## config.mk

```make
export PLATFORM = sky130hd
export DESIGN_NAME = rr_priority_arbiter8
export DESIGN_NICKNAME = d
export VERILOG_FILES = /design/src/rtl/rr_priority_arbiter8.sv
export SDC_FILE = /design/constraint.sdc
export NUM_CORES = 1
export LEC_CHECK = 0
export ABC_AREA = 1
export CAP_MARGIN = 10
export CORE_UTILIZATION = 50
export DETAILED_ROUTE_END_ITERATION = 8
export PLACE_DENSITY = 0.76
export SLEW_MARGIN = 0
export SYNTH_ARGS = -nofsm -noshare
export SYNTH_HDL_FRONTEND = slang
export SYNTH_SLANG_ARGS = --single-unit
```

## constraint.sdc

```tcl
create_clock -name clk -period 2.45 [get_ports clk]
set_clock_uncertainty 0.2 [all_clocks]
set_input_delay 0.49 -clock clk [delete_from_list [all_inputs] [get_ports clk]]
set_output_delay 0.49 -clock clk [all_outputs]
set_load 0.01 [all_outputs]
```

## src/rtl/rr_priority_arbiter8.sv

```systemverilog
// 8-client arbiter with fixed or rotating priority and a bounded hold time.
// The registered grant drives the select of the shared datapath mux.
module rr_priority_arbiter8 #(
    parameter int unsigned MAX_HOLD = 4
) (
    input  logic       clk,
    input  logic       reset,
    input  logic [7:0] req,
    input  logic       rr_mode,
    output logic [7:0] grant,
    output logic [2:0] grant_id,
    output logic       grant_valid,
    output logic       grant_start
);

    typedef enum logic {
        IDLE,
        BUSY
    } state_t;

    localparam logic [7:0] HOLD_LIMIT = 8'(MAX_HOLD);
    localparam bit         HOLD_BOUNDED = (MAX_HOLD != 0);

    state_t     state;
    state_t     state_next;
    logic [7:0] hold_cnt;
    logic [7:0] hold_next;
    logic [2:0] last_id;
    logic [2:0] last_next;
    logic [7:0] grant_next;
    logic [2:0] id_next;
    logic       start_next;
    logic       valid_next;

    logic [2:0] win_id;
    logic       win_found;
    logic       hold_expired;
    logic       release_now;

    // Priority search. Both loops let the highest-priority candidate overwrite
    // the others; in round-robin mode distance 1 below last_id is visited last,
    // and distance 8 (last_id itself) first, so the previous owner ranks lowest.
    always_comb begin
        logic [2:0] idx;
        idx       = '0;
        win_found = 1'b0;
        win_id    = '0;
        if (rr_mode) begin
            for (int k = 8; k >= 1; k--) begin
                idx = last_id - 3'(k);
                if (req[idx]) begin
                    win_found = 1'b1;
                    win_id    = idx;
                end
            end
        end else begin
            for (int k = 0; k < 8; k++) begin
                if (req[k]) begin
                    win_found = 1'b1;
                    win_id    = 3'(k);
                end
            end
        end
    end

    assign hold_expired = HOLD_BOUNDED && (hold_cnt == HOLD_LIMIT);
    assign release_now  = !req[grant_id] || hold_expired;

    always_comb begin
        state_next = state;
        grant_next = grant;
        id_next    = grant_id;
        start_next = 1'b0;
        valid_next = grant_valid;
        hold_next  = hold_cnt;
        last_next  = last_id;

        unique case (state)
            IDLE: begin
                if (win_found) begin
                    state_next = BUSY;
                    grant_next = 8'b1 << win_id;
                    id_next    = win_id;
                    start_next = 1'b1;
                    valid_next = 1'b1;
                    hold_next  = 8'd1;
                    last_next  = win_id;
                end else begin
                    grant_next = '0;
                    valid_next = 1'b0;
                    hold_next  = '0;
                end
            end

            BUSY: begin
                if (!release_now) begin
                    hold_next = (hold_cnt == 8'hFF) ? hold_cnt : hold_cnt + 8'd1;
                end else if (win_found) begin
                    grant_next = 8'b1 << win_id;
                    id_next    = win_id;
                    start_next = 1'b1;
                    valid_next = 1'b1;
                    hold_next  = 8'd1;
                    last_next  = win_id;
                end else begin
                    state_next = IDLE;
                    grant_next = '0;
                    valid_next = 1'b0;
                    hold_next  = '0;
                end
            end

            default: begin
                state_next = IDLE;
                grant_next = '0;
                valid_next = 1'b0;
                hold_next  = '0;
            end
        endcase
    end

    always_ff @(posedge clk) begin
        if (reset) begin
            state       <= IDLE;
            grant       <= '0;
            grant_id    <= '0;
            grant_valid <= 1'b0;
            grant_start <= 1'b0;
            hold_cnt    <= '0;
            last_id     <= '0;
        end else begin
            state       <= state_next;
            grant       <= grant_next;
            grant_id    <= id_next;
            grant_valid <= valid_next;
            grant_start <= start_next;
            hold_cnt    <= hold_next;
            last_id     <= last_next;
        end
    end

endmodule

```

==> summary.md <==
| Metric | Value |
|---|---|
| F_max | 0.427 GHz |
| Max clock buf depth | 2 |
| Fin worst setup slack | 0.110 ns |
| RD Place Congestion | 0.988 |
| Max-cap violations | 0 |
| Crit Path Max Fanout | 6 |
| WHS | 0.256 ns |
| Power density cells | 1500 nW/um^2 |
| Yosys warns | 0 |
| Core Footprint | 3390 um^2 |
| WP depth | 4 |
| TritonCTS Sinks | 22 |
| Worst Setup End Kind | output pin |
| Slew headroom | 66.9% |
| Antenna violations before repair | 0 |
| Cell area after synthesis | 1800 um^2 |
| Largest net degree at the start of global routing | 14 |
| Via count | 1800 |
| Skew-Pair Late Insertion Delay | 0.31 ns |
| Die width | 62.0 um |
| Distinct cells, synth | 35 |
| R2R depth | 18 |
| Critical path's slowest cell | clkdlybuf4s50_1 |
| Final core occ | 67.9% |
| Final antenna-violating net count | 0 |
| Post-DP HPWL | 3380 um |
| Vias in the first global route | 1489 |
| Cell mode on critical path | buf_4 |
| Remaining DRCs | 0 |
| Setup TNS | 0 ns |
| Endpoints failing setup | 0 |
| Number of top-level pins | 24 |
| R2R setup slack | 0.20 ns |
| DP Cell Count | 357 |
| Worst path required time | 1.76 ns |
| Drt pass-1 iters | 4 |
| Fin cells | 362 |
| CTS tree | done |
| Post-place instance area | 2180 um^2 |
| Nets | 332 |
| Fraction of final layout cells sized beyond drive strength 1 | 25.6% |
| IO buf count | 23 |
| Period utilization | 95.5% |
| Hold Path Class | reg2reg |
| Hold path depth | 2 |
| Total grt overflow | 0 |
| Commonest non-fill, non-tap cell in the layout | nand2_1 |
| Mean Syn Cell Area | 6.54 um^2 |
| Crit Path Class | reg2out |
| Pre-CTS setup slack | -0.172 ns |
| Htree depth | 1 |
| Crit-path leading delay family | buffers and inverters |
| Routed len/inst | 11.8 um |
| Synth Register Bits | 22 |
| Fin. Hold Viols | 0 |
| Worst-path clk slew | 0.12 ns |
| Commonest non-fill, non-tap cells in the layout | nand2_1 (78), inv_1 (35), nand3_1 (23) |
| Worst IR Drop VDD | 0.000651 V |
| WP buf/inv | 4 |
| Sequential cell area fraction in the yosys report | 24.5% |
| CTS Root Cell | clkbuf_4 |
| GRT Overall Usage | 23.1% |
| Num rows | 21 |
| Crit path launch type | flip-flop |
| First-pass GRT wire length | 6600 um |
| Die area | 3840 um^2 |
| Cts hold-fix bufs | 0 |
| Number of inserted diodes | 0 |
| Post-Syn Nets | 290 |
| Initial core utilization | 53.0% |
| Slew Viols, Final | 0 |
| Critical Path AT | 1.65 ns |
| Post-layout min period | 2.34 ns |
| DR iter-0 viols | 79 |
| Worst slew pin tran | 0.492 ns |
| CP peak stage delay | 0.53 ns |
| Cells after synthesis | 275 |
| Lkg Pwr | 1.12 nW |
| Vias per cell | 4.97 |
| Drt total wl | 4260 um |
| Outcome | complete, no violations |
| Critical path cell sequence | buf_4 > buf_4 > buf_4 > clkdlybuf4s50_1 |
| Total CTS buffers | 3 |
| Die H | 62.0 um |
| Layout area overhead | 28.0% |
| Post-layout total power | 3.46 mW |
| Final instance area | 2300 um^2 |
[report_power, final]
group	switching [mW]	internal (mW)	leakage (nW)	total (mW)
clock	0.109	0.165	0.0279	0.274
sequential	0.0775	0.453	0.182	0.531
combinational	1.57	1.08	0.910	2.65
total	1.76	1.70	1.12	3.46
[flip-flops by register name, summed over array words and instances, names as in the netlist]
signal,flops
grant_id,3
grant_start,1
grant_valid,1
state,1
grant,8
hold_cnt,8
[per-layer routing]
layer	global-route usage [%]	vias to the layer above	routed length (um)	share of wire (%)
met5	0	-	0	0
met4	0.635	0	8	0.19
met3	4.55	2	176	4.1
met2	36.5	42	1790	42
met1	34.1	797	2280	54
li1	-	959	-	-
[final timing paths]
| kind | from | endpoint |
|---|---|---|
| max | grant_id[1]$_SDFFE_PP0P_ | grant_id[1] |
| min | grant[7]$_SDFFE_PP0P_ | grant[7]$_SDFFE_PP0P_ |
| max reg2reg | grant_id[0]$_SDFFE_PP0P_ | grant[2]$_SDFFE_PP0P_ |
| min reg2reg | grant[7]$_SDFFE_PP0P_ | grant[7]$_SDFFE_PP0P_ |
[timing repair]
item	CTS	global route
setup buffers	0	1
resized for setup	0	20
endpoints found under the setup margin	0	12
[logic make-up (layout without fill, tap and decap cells)]
kind of cell    after synthesis  after routing  synth area share [%]
xor+xnor                      2              2                  1.39
simple gates                168            168                  49.2
buf+inv                      47             88                  11.7
fa+ha+maj                     4              4                  2.78
flops                        22             22                  24.5
compound gates               32             32                  10.4
[synthesized netlist by cell type (all sizes together)]
library cell	count	area share [%]
a211oi	2	0.83
nand4	2	0.70
o211ai	1	0.42
dfxtp	22	24
o21ai	9	2.5
o21a	1	0.42
inv	43	9.3
xor2	1	0.49
a21oi	14	4.1
a31oi	1	0.35
nand2	98	25
nand3	39	15
o22ai	1	0.35
a21boi	1	0.63
nor4	3	1.0
ha	4	2.8
nor2	21	5.5
or2	1	0.35
buf	4	2.4
nor3	4	1.1
o21bai	2	0.83
xnor2	1	0.90
[tightest hold or removal path: stages (launching register included)]
cell and delay, ns:
dfxtp_1 0.33, nand2_1 0.06, nand2_1 0.04
[layout make-up]
cell class | instances | area (um^2)
Fill cell | 307 | 1090
Timing Repair Buffer | 41 | 379
Clock buffer | 3 | 22.5
Multi-Input combinational cell | 206 | 1190
Sequential cell | 22 | 449
Inverter | 43 | 171
Clock inverter | 1 | 30.0
Tap cell | 46 | 57.6
Note: power is estimated with default switching activity, not from simulation.
